`config.mk`:
```
export PLATFORM = sky130hd
export DESIGN_NAME = mux2_stream_arb
export DESIGN_NICKNAME = d
export VERILOG_FILES = /design/src/rtl/mux2_pkg.sv /design/src/rtl/mux2_bus.sv /design/src/rtl/mux2_stream_arb.sv
export SDC_FILE = /design/constraint.sdc
export NUM_CORES = 1
export LEC_CHECK = 0
export BUFFER_PORTS_ARGS = -buffer_cell sky130_fd_sc_hd__buf_4
export CELL_PAD_IN_SITES_DETAIL_PLACEMENT = 0
export CELL_PAD_IN_SITES_GLOBAL_PLACEMENT = 2
export CORE_ASPECT_RATIO = 0.6
export CORE_MARGIN = 2
export CORE_UTILIZATION = 22
export CTS_CLUSTER_SIZE = 24
export DETAILED_ROUTE_END_ITERATION = 12
export HOLD_SLACK_MARGIN = 0.02
export PLACE_DENSITY = 0.81
export SYNTH_ARGS = -nofsm -noshare
export SYNTH_HDL_FRONTEND = slang
export SYNTH_SLANG_ARGS = --single-unit
```
`constraint.sdc`:
```
create_clock -name clk_i -period 1.2 [get_ports clk_i]
set_input_delay 0.06 -clock clk_i [delete_from_list [all_inputs] [get_ports clk_i]]
set_output_delay 0.06 -clock clk_i [all_outputs]
set_load 0.03 [all_outputs]
```
`src/rtl/mux2_pkg.sv`:
```
// Shared types for the two-input stream arbiter.
//   src_e  : identifies a source (A or B); used for the mux select, the output tag and
//            the round-robin pointer.
//   slot_e : occupancy of the single-entry output register.
package mux2_pkg;

    typedef enum logic {
        SRC_A = 1'b0,
        SRC_B = 1'b1
    } src_e;

    typedef enum logic {
        SlotEmpty = 1'b0,
        SlotFull  = 1'b1
    } slot_e;

endpackage

```
`src/rtl/mux2_bus.sv`:
```
// Combinational WIDTH-bit 2-to-1 multiplexer.
//   sel_i : 0 selects a_i, 1 selects b_i
//   a_i   : input word A
//   b_i   : input word B
//   y_o   : selected word
module mux2_bus #(
    parameter int unsigned WIDTH = 8
) (
    input  logic             sel_i,
    input  logic [WIDTH-1:0] a_i,
    input  logic [WIDTH-1:0] b_i,
    output logic [WIDTH-1:0] y_o
);

    assign y_o = sel_i ? b_i : a_i;

endmodule

```
`src/rtl/mux2_stream_arb.sv`:
```
// Two-input valid/ready stream arbiter with a registered output slot.
// Round-robin under contention, one-cycle latency, one word per clock sustained.
//   clk_i              : clock, all state on the rising edge
//   reset_i            : synchronous, active-high reset
//   a_valid_i/a_data_i : source A stream, a_ready_o accepts it
//   b_valid_i/b_data_i : source B stream, b_ready_o accepts it
//   s_o                : combinational mux select this cycle (SRC_A / SRC_B)
//   y_valid_o/y_data_o : registered output stream, y_ready_i drains it
//   y_src_o            : source tag of the word held in y_data_o
module mux2_stream_arb
    import mux2_pkg::*;
#(
    parameter int unsigned WIDTH = 8
) (
    input  logic             clk_i,
    input  logic             reset_i,
    input  logic             a_valid_i,
    output logic             a_ready_o,
    input  logic [WIDTH-1:0] a_data_i,
    input  logic             b_valid_i,
    output logic             b_ready_o,
    input  logic [WIDTH-1:0] b_data_i,
    output src_e             s_o,
    output logic             y_valid_o,
    input  logic             y_ready_i,
    output logic [WIDTH-1:0] y_data_o,
    output src_e             y_src_o
);

    slot_e            slot_q, slot_d;
    logic [WIDTH-1:0] y_data_q, y_data_d;
    src_e             y_src_q, y_src_d;
    src_e             last_q, last_d;

    src_e             grant;
    logic             grant_valid;
    logic             out_free;
    logic             accept;
    logic [WIDTH-1:0] mux_y;

    mux2_bus #(
        .WIDTH (WIDTH)
    ) u_mux (
        .sel_i (grant),
        .a_i   (a_data_i),
        .b_i   (b_data_i),
        .y_o   (mux_y)
    );

    assign out_free = (slot_q == SlotEmpty) || y_ready_i;

    // Grant and readies. The pointer only matters under contention, so a lone
    // source is never throttled.
    always_comb begin
        grant_valid = 1'b0;
        grant       = last_q;
        unique case ({a_valid_i, b_valid_i})
            2'b11: begin
                grant_valid = 1'b1;
                grant       = (last_q == SRC_A) ? SRC_B : SRC_A;
            end
            2'b10: begin
                grant_valid = 1'b1;
                grant       = SRC_A;
            end
            2'b01: begin
                grant_valid = 1'b1;
                grant       = SRC_B;
            end
            default: begin
                grant_valid = 1'b0;
                grant       = last_q;
            end
        endcase
        // During reset the select shows the post-reset pointer and nothing is accepted.
        if (reset_i) begin
            grant_valid = 1'b0;
            grant       = SRC_B;
        end
        s_o       = grant;
        a_ready_o = out_free && grant_valid && (grant == SRC_A);
        b_ready_o = out_free && grant_valid && (grant == SRC_B);
        accept    = (a_valid_i && a_ready_o) || (b_valid_i && b_ready_o);
    end

    // Output slot next state: a new accept wins over a drain, giving no bubble.
    always_comb begin
        slot_d   = slot_q;
        y_data_d = y_data_q;
        y_src_d  = y_src_q;
        last_d   = last_q;
        if (accept) begin
            slot_d   = SlotFull;
            y_data_d = mux_y;
            y_src_d  = grant;
            last_d   = grant;
        end else if (y_ready_i) begin
            slot_d = SlotEmpty;
        end
    end

    always_ff @(posedge clk_i) begin
        if (reset_i) begin
            slot_q   <= SlotEmpty;
            y_data_q <= '0;
            y_src_q  <= SRC_A;
            last_q   <= SRC_B;
        end else begin
            slot_q   <= slot_d;
            y_data_q <= y_data_d;
            y_src_q  <= y_src_d;
            last_q   <= last_d;
        end
    end

    assign y_valid_o = (slot_q == SlotFull);
    assign y_data_o  = y_data_q;
    assign y_src_o   = y_src_q;

endmodule

```
# Word-level counts from Yosys, hierarchy flattened
# Cells that the tools add are included.
[classes] n_mux=8 reduce_logical=9 n_bitwise=2 n_eq_ne=3
[op_table] op="8-bit 2-to-1 mux" count=1
[op_table] op="1-bit 2-to-1 mux" count=6
[op_table] op="1-bit logical AND" count=5
[op_table] op="2-bit == test, second input constant" count=2
[op_table] op="1-bit case mux with 3 select lines" count=1
[op_table] op="3-bit OR reduction" count=1
[op_table] op="2-bit by 1-bit == test with 1-bit output, second input constant" count=1
[op_table] op="1-bit logical OR" count=2
[op_table] op="1-bit inverter" count=2
[op_table] op="2-bit nonzero test" count=1
[totals] ff_bits=11 output_inout_bits=13

# Depth between registers and ports, before layout
[depth] depth_word=9 ltp_mapped=5 ltp_nobuf=3

# Cells and area by module
# From an unflattened synthesis, not the netlist that was laid out.
[hier_totals] cells_unflattened=63 area_unflattened_um2=654.4
[modules_own_cells] mod="mux2_stream_arb" area_each_um2=523.0 seq_area_each_um2=220.2 cells_each=54 n_inst=1
[modules_own_cells] mod="mux2_bus" area_each_um2=131.4 seq_area_each_um2=0.0 cells_each=9 n_inst=1

# Worst setup path before layout
# OpenSTA, ideal clock, no wires.
[synth_timing] path_type="register to output" start="register last_q" end="output b_ready_o" arrival_ps=1258 path_stages_with_launch=5 t_required_ps=1140 slack_ps=-118 n_path_buf=1 cell_sequence="dfxtp_1 nand2b_1 buf_2 nand3_1 and2_1"
[synth_via] elab_chain_len=4
[synth_rtl] item="start: declaration" line_no="mux2_stream_arb.sv:33" text="src_e last_q, last_d;"
[synth_rtl] item="start signal: assignment" line_no="mux2_stream_arb.sv:112" text="last_q <= last_d;"
[synth_rtl] item="1-bit 2-to-1 mux" line_no="mux2_stream_arb.sv:60" text="grant = (last_q == SRC_A) ? SRC_B : SRC_A;"
[synth_rtl] item="1-bit case mux with 3 select lines *" line_no="mux2_stream_arb.sv:57" text="unique case ({a_valid_i, b_valid_i})"
[synth_rtl] item="1-bit 2-to-1 mux *" line_no="mux2_stream_arb.sv:76" text="if (reset_i) begin"
[synth_rtl] item="net s_o" line_no="mux2_stream_arb.sv:23" text="output src_e s_o,"
[synth_rtl] item="1-bit logical AND *" line_no="mux2_stream_arb.sv:82" text="b_ready_o = out_free && grant_valid && (grant == SRC_B);"
[synth_rtl] item="end: declaration" line_no="mux2_stream_arb.sv:21" text="output logic b_ready_o,"
# The timed path passes the listed nets; every way through them passes the cells marked *.

# Final worst setup path
[layout_timing] start="register last_q" end="output b_ready_o"
[layout_via] elab_chain_len=4
[layout_rtl] item="1-bit 2-to-1 mux" line_no="mux2_stream_arb.sv:60"
[layout_rtl] item="1-bit case mux with 3 select lines *" line_no="mux2_stream_arb.sv:57"
[layout_rtl] item="1-bit 2-to-1 mux *" line_no="mux2_stream_arb.sv:76"
[layout_rtl] item="1-bit logical AND *" line_no="mux2_stream_arb.sv:82"
# Every way passes the cells marked *; elsewhere a longest branch is shown, timed or not.

==> impl_metrics.json <==
{
  "postSynthCellCount": 72,
  "hold_viol": 0,
  "first_global_vias": 707,
  "cp.required_ns": 1.14,
  "drt_pass1_iterations": 4,
  "htreeDepth": 1,
  "timing.final.crit_period_ns": 1.204,
  "timing.slew.headroom_pct": 79.21,
  "yosys.area.top_type": "dfxtp_1",
  "instances_no_fill": 155,
  "io_buffers": 33,
  "worst_setup_path_end_kind": "output port",
  "place_hpwl_um": 1704,
  "drv_cap": 0,
  "min_path_type": "input port to flop",
  "fp.dieH_um": 47.01,
  "crit_arrival_ns": 1.14,
  "place.gp.congestion": 0.7681,
  "grt_max_degree": 15,
  "worst_pin_slew_ns": 0.3093,
  "clk_latency_ns": 0.24,
  "postCtsHoldBufs": 0,
  "avgSynthCellArea_sq_um": 9.419,
  "cts_root_buf": "clkbuf_8",
  "status": "finished with violations",
  "utilization_pct": 39.05,
  "ir_drop_uv": 383.8,
  "multiInputGateArea_sq_um": 434.2,
  "grtUsageTotal_pct": 13.88,
  "syn-num-nets": 93,
  "setup_viol": 2,
  "rsz0062_at_grt": "yes",
  "post-place-ws_ns": -0.2230,
  "antennaDiodeCount": 0,
  "p_leak_nw": 0.4819,
  "layout-drive-gt1-share_pct": 63.72,
  "path_max_fanout": 5,
  "cts.clk_slew.worst_paths_ns": 0.05,
  "grt_pass1_wl_um": 3463,
  "skew_ns": 0.002339,
  "yosys.cell_types.count": 21,
  "start_util_pct": 23.31,
  "area_growth_pct": 67.53,
  "violations": "setup timing",
  "final_common_cell": "buf_4",
  "p_total_mw": 1.208,
  "start_kind": "flop",
  "worst_slack_ns": -0.004432,
  "clock-sinks": 11,
  "synthesis.area_sq_um": 678.2,
  "power_density_nw_per_um2": 1063,
  "wl_um": 2296,
  "timing.final.crit_share_pct": 100.4,
  "place_inst": 147,
  "layout_common_cells": "45 x buf_4, 10 x a31oi_1, 9 x dfxtp_1",
  "antenna_found_initial": 0,
  "ant_nets": 0,
  "ios": 34,
  "worstSetupPathType": "flop to output port",
  "nFillCells": 298,
  "synth_area_leaders": "dfxtp_1 32%, a311oi_2 18%, a31oi_1 9.2%",
  "die-area_sq_um": 3557,
  "final_nets": 135,
  "vias": 775,
  "yosysSeqAreaShare_pct": 32.47,
  "fmax_mhz": 830.3,
  "fp.dieW_um": 75.68,
  "synth-seq-cells": 11,
  "yosys_warnings": 0,
  "core_sq_um": 2909,
  "route.detailed.drc": 0,
  "vias_per_cell": 5.000,
  "seqCellArea_sq_um": 225.2,
  "drtIter0Drc": 40,
  "cts.path.max_buffers": 2,
  "rows": 15,
  "overflow": 0,
  "post_drt_wl_per_cell_um": 14.81,
  "cts_made_buffers": 3,
  "finalMaxSlewViolations": 0,
  "cts_tree": "yes",
  "synth_top_area_share_pct": 32.47
}
-- through the flow --
stage	instance area, sq um	hold slack, ns	TNS (ns)
after global routing	1136	0.1375	-0.08836
after detailed placement	1001	0.3629	-1.298
after global placement	1001	0.3649	-0.7040
final	1136	0.1324	-0.007014
after floorplan	685.7	0.2095	0
after CTS	1119	0.1283	0
-- state kept, by name, summed over array words and instances, names as in the netlist --
register and count:
last_q 1, y_valid_o 1, y_src_o 1, y_data_o 8
-- path summary, 6_finish.rpt --
kind	startpoint	to	slack, ns	cells past startpoint
setup reg to reg	last_q	y_data_o[6]	0.05	5
setup / recovery	last_q	b_ready_o	-0.004	4
hold / removal	reset_i	y_data_o[5]	0.13	2
hold reg to reg	y_src_o	y_src_o	0.53	2
-- what timing repair did --
action,4_1_cts,5_1_grt
setup buffers,5,0
setup endpoints to repair,11,10
resized for setup,12,3
pin swaps,2,8
-- power breakdown --
part	leakage [nW]	internal [mW]	switching, mW	total, mW
combinational	0.368	0.198	0.218	0.416
sequential	0.0912	0.396	0.0218	0.418
clock	0.0228	0.233	0.141	0.375
-- logic make-up after synthesis --
kind of cell | Yosys count | synth area share [%]
AOI/OAI and AO/OA | 29 | 38.93
buffers and inverters | 13 | 11.07
DFF | 11 | 32.47
and+or+nand+nor | 19 | 17.53
-- cells in the mapped netlist --
library cell,instances
nand2b_1,3
and3_4,1
nor2b_1,2
nor3_1,1
dfxtp_1,11
buf_6,2
or2_1,1
and2_1,1
a21oi_1,1
inv_1,1
a311oi_2,8
o31ai_1,8
clkbuf_2,1
nor2_1,1
buf_2,8
a31oi_1,10
inv_2,1
o21ai_1,1
nand4_1,8
o2111a_1,1
nand3_1,1
-- area by class of cell --
type | instances | area share (%)
Sequential cell | 11 | 19.82
Inverter | 2 | 0.6608
Clock buffer | 4 | 3.965
Multi-Input combinational cell | 48 | 38.22
Tap cell | 42 | 4.626
Timing Repair Buffer | 48 | 32.71
-- layer usage --
metal	GRT usage, %	vias to the layer above	routed length, um
li1	-	374	-
met1	19.15	364	1087
met4	4.211	0	22
met3	5.150	2	223
met5	0	-	0
met2	20.35	35	963
-- worst max-delay path, stage by stage (launching register included) --
cell and delay [ns]:
dfxtp_4 0.39, nand2b_4 0.16, nand3_2 0.09, and2_4 0.14
buf_6 0.13
No activity file was read; power rests on OpenSTA's default activity.
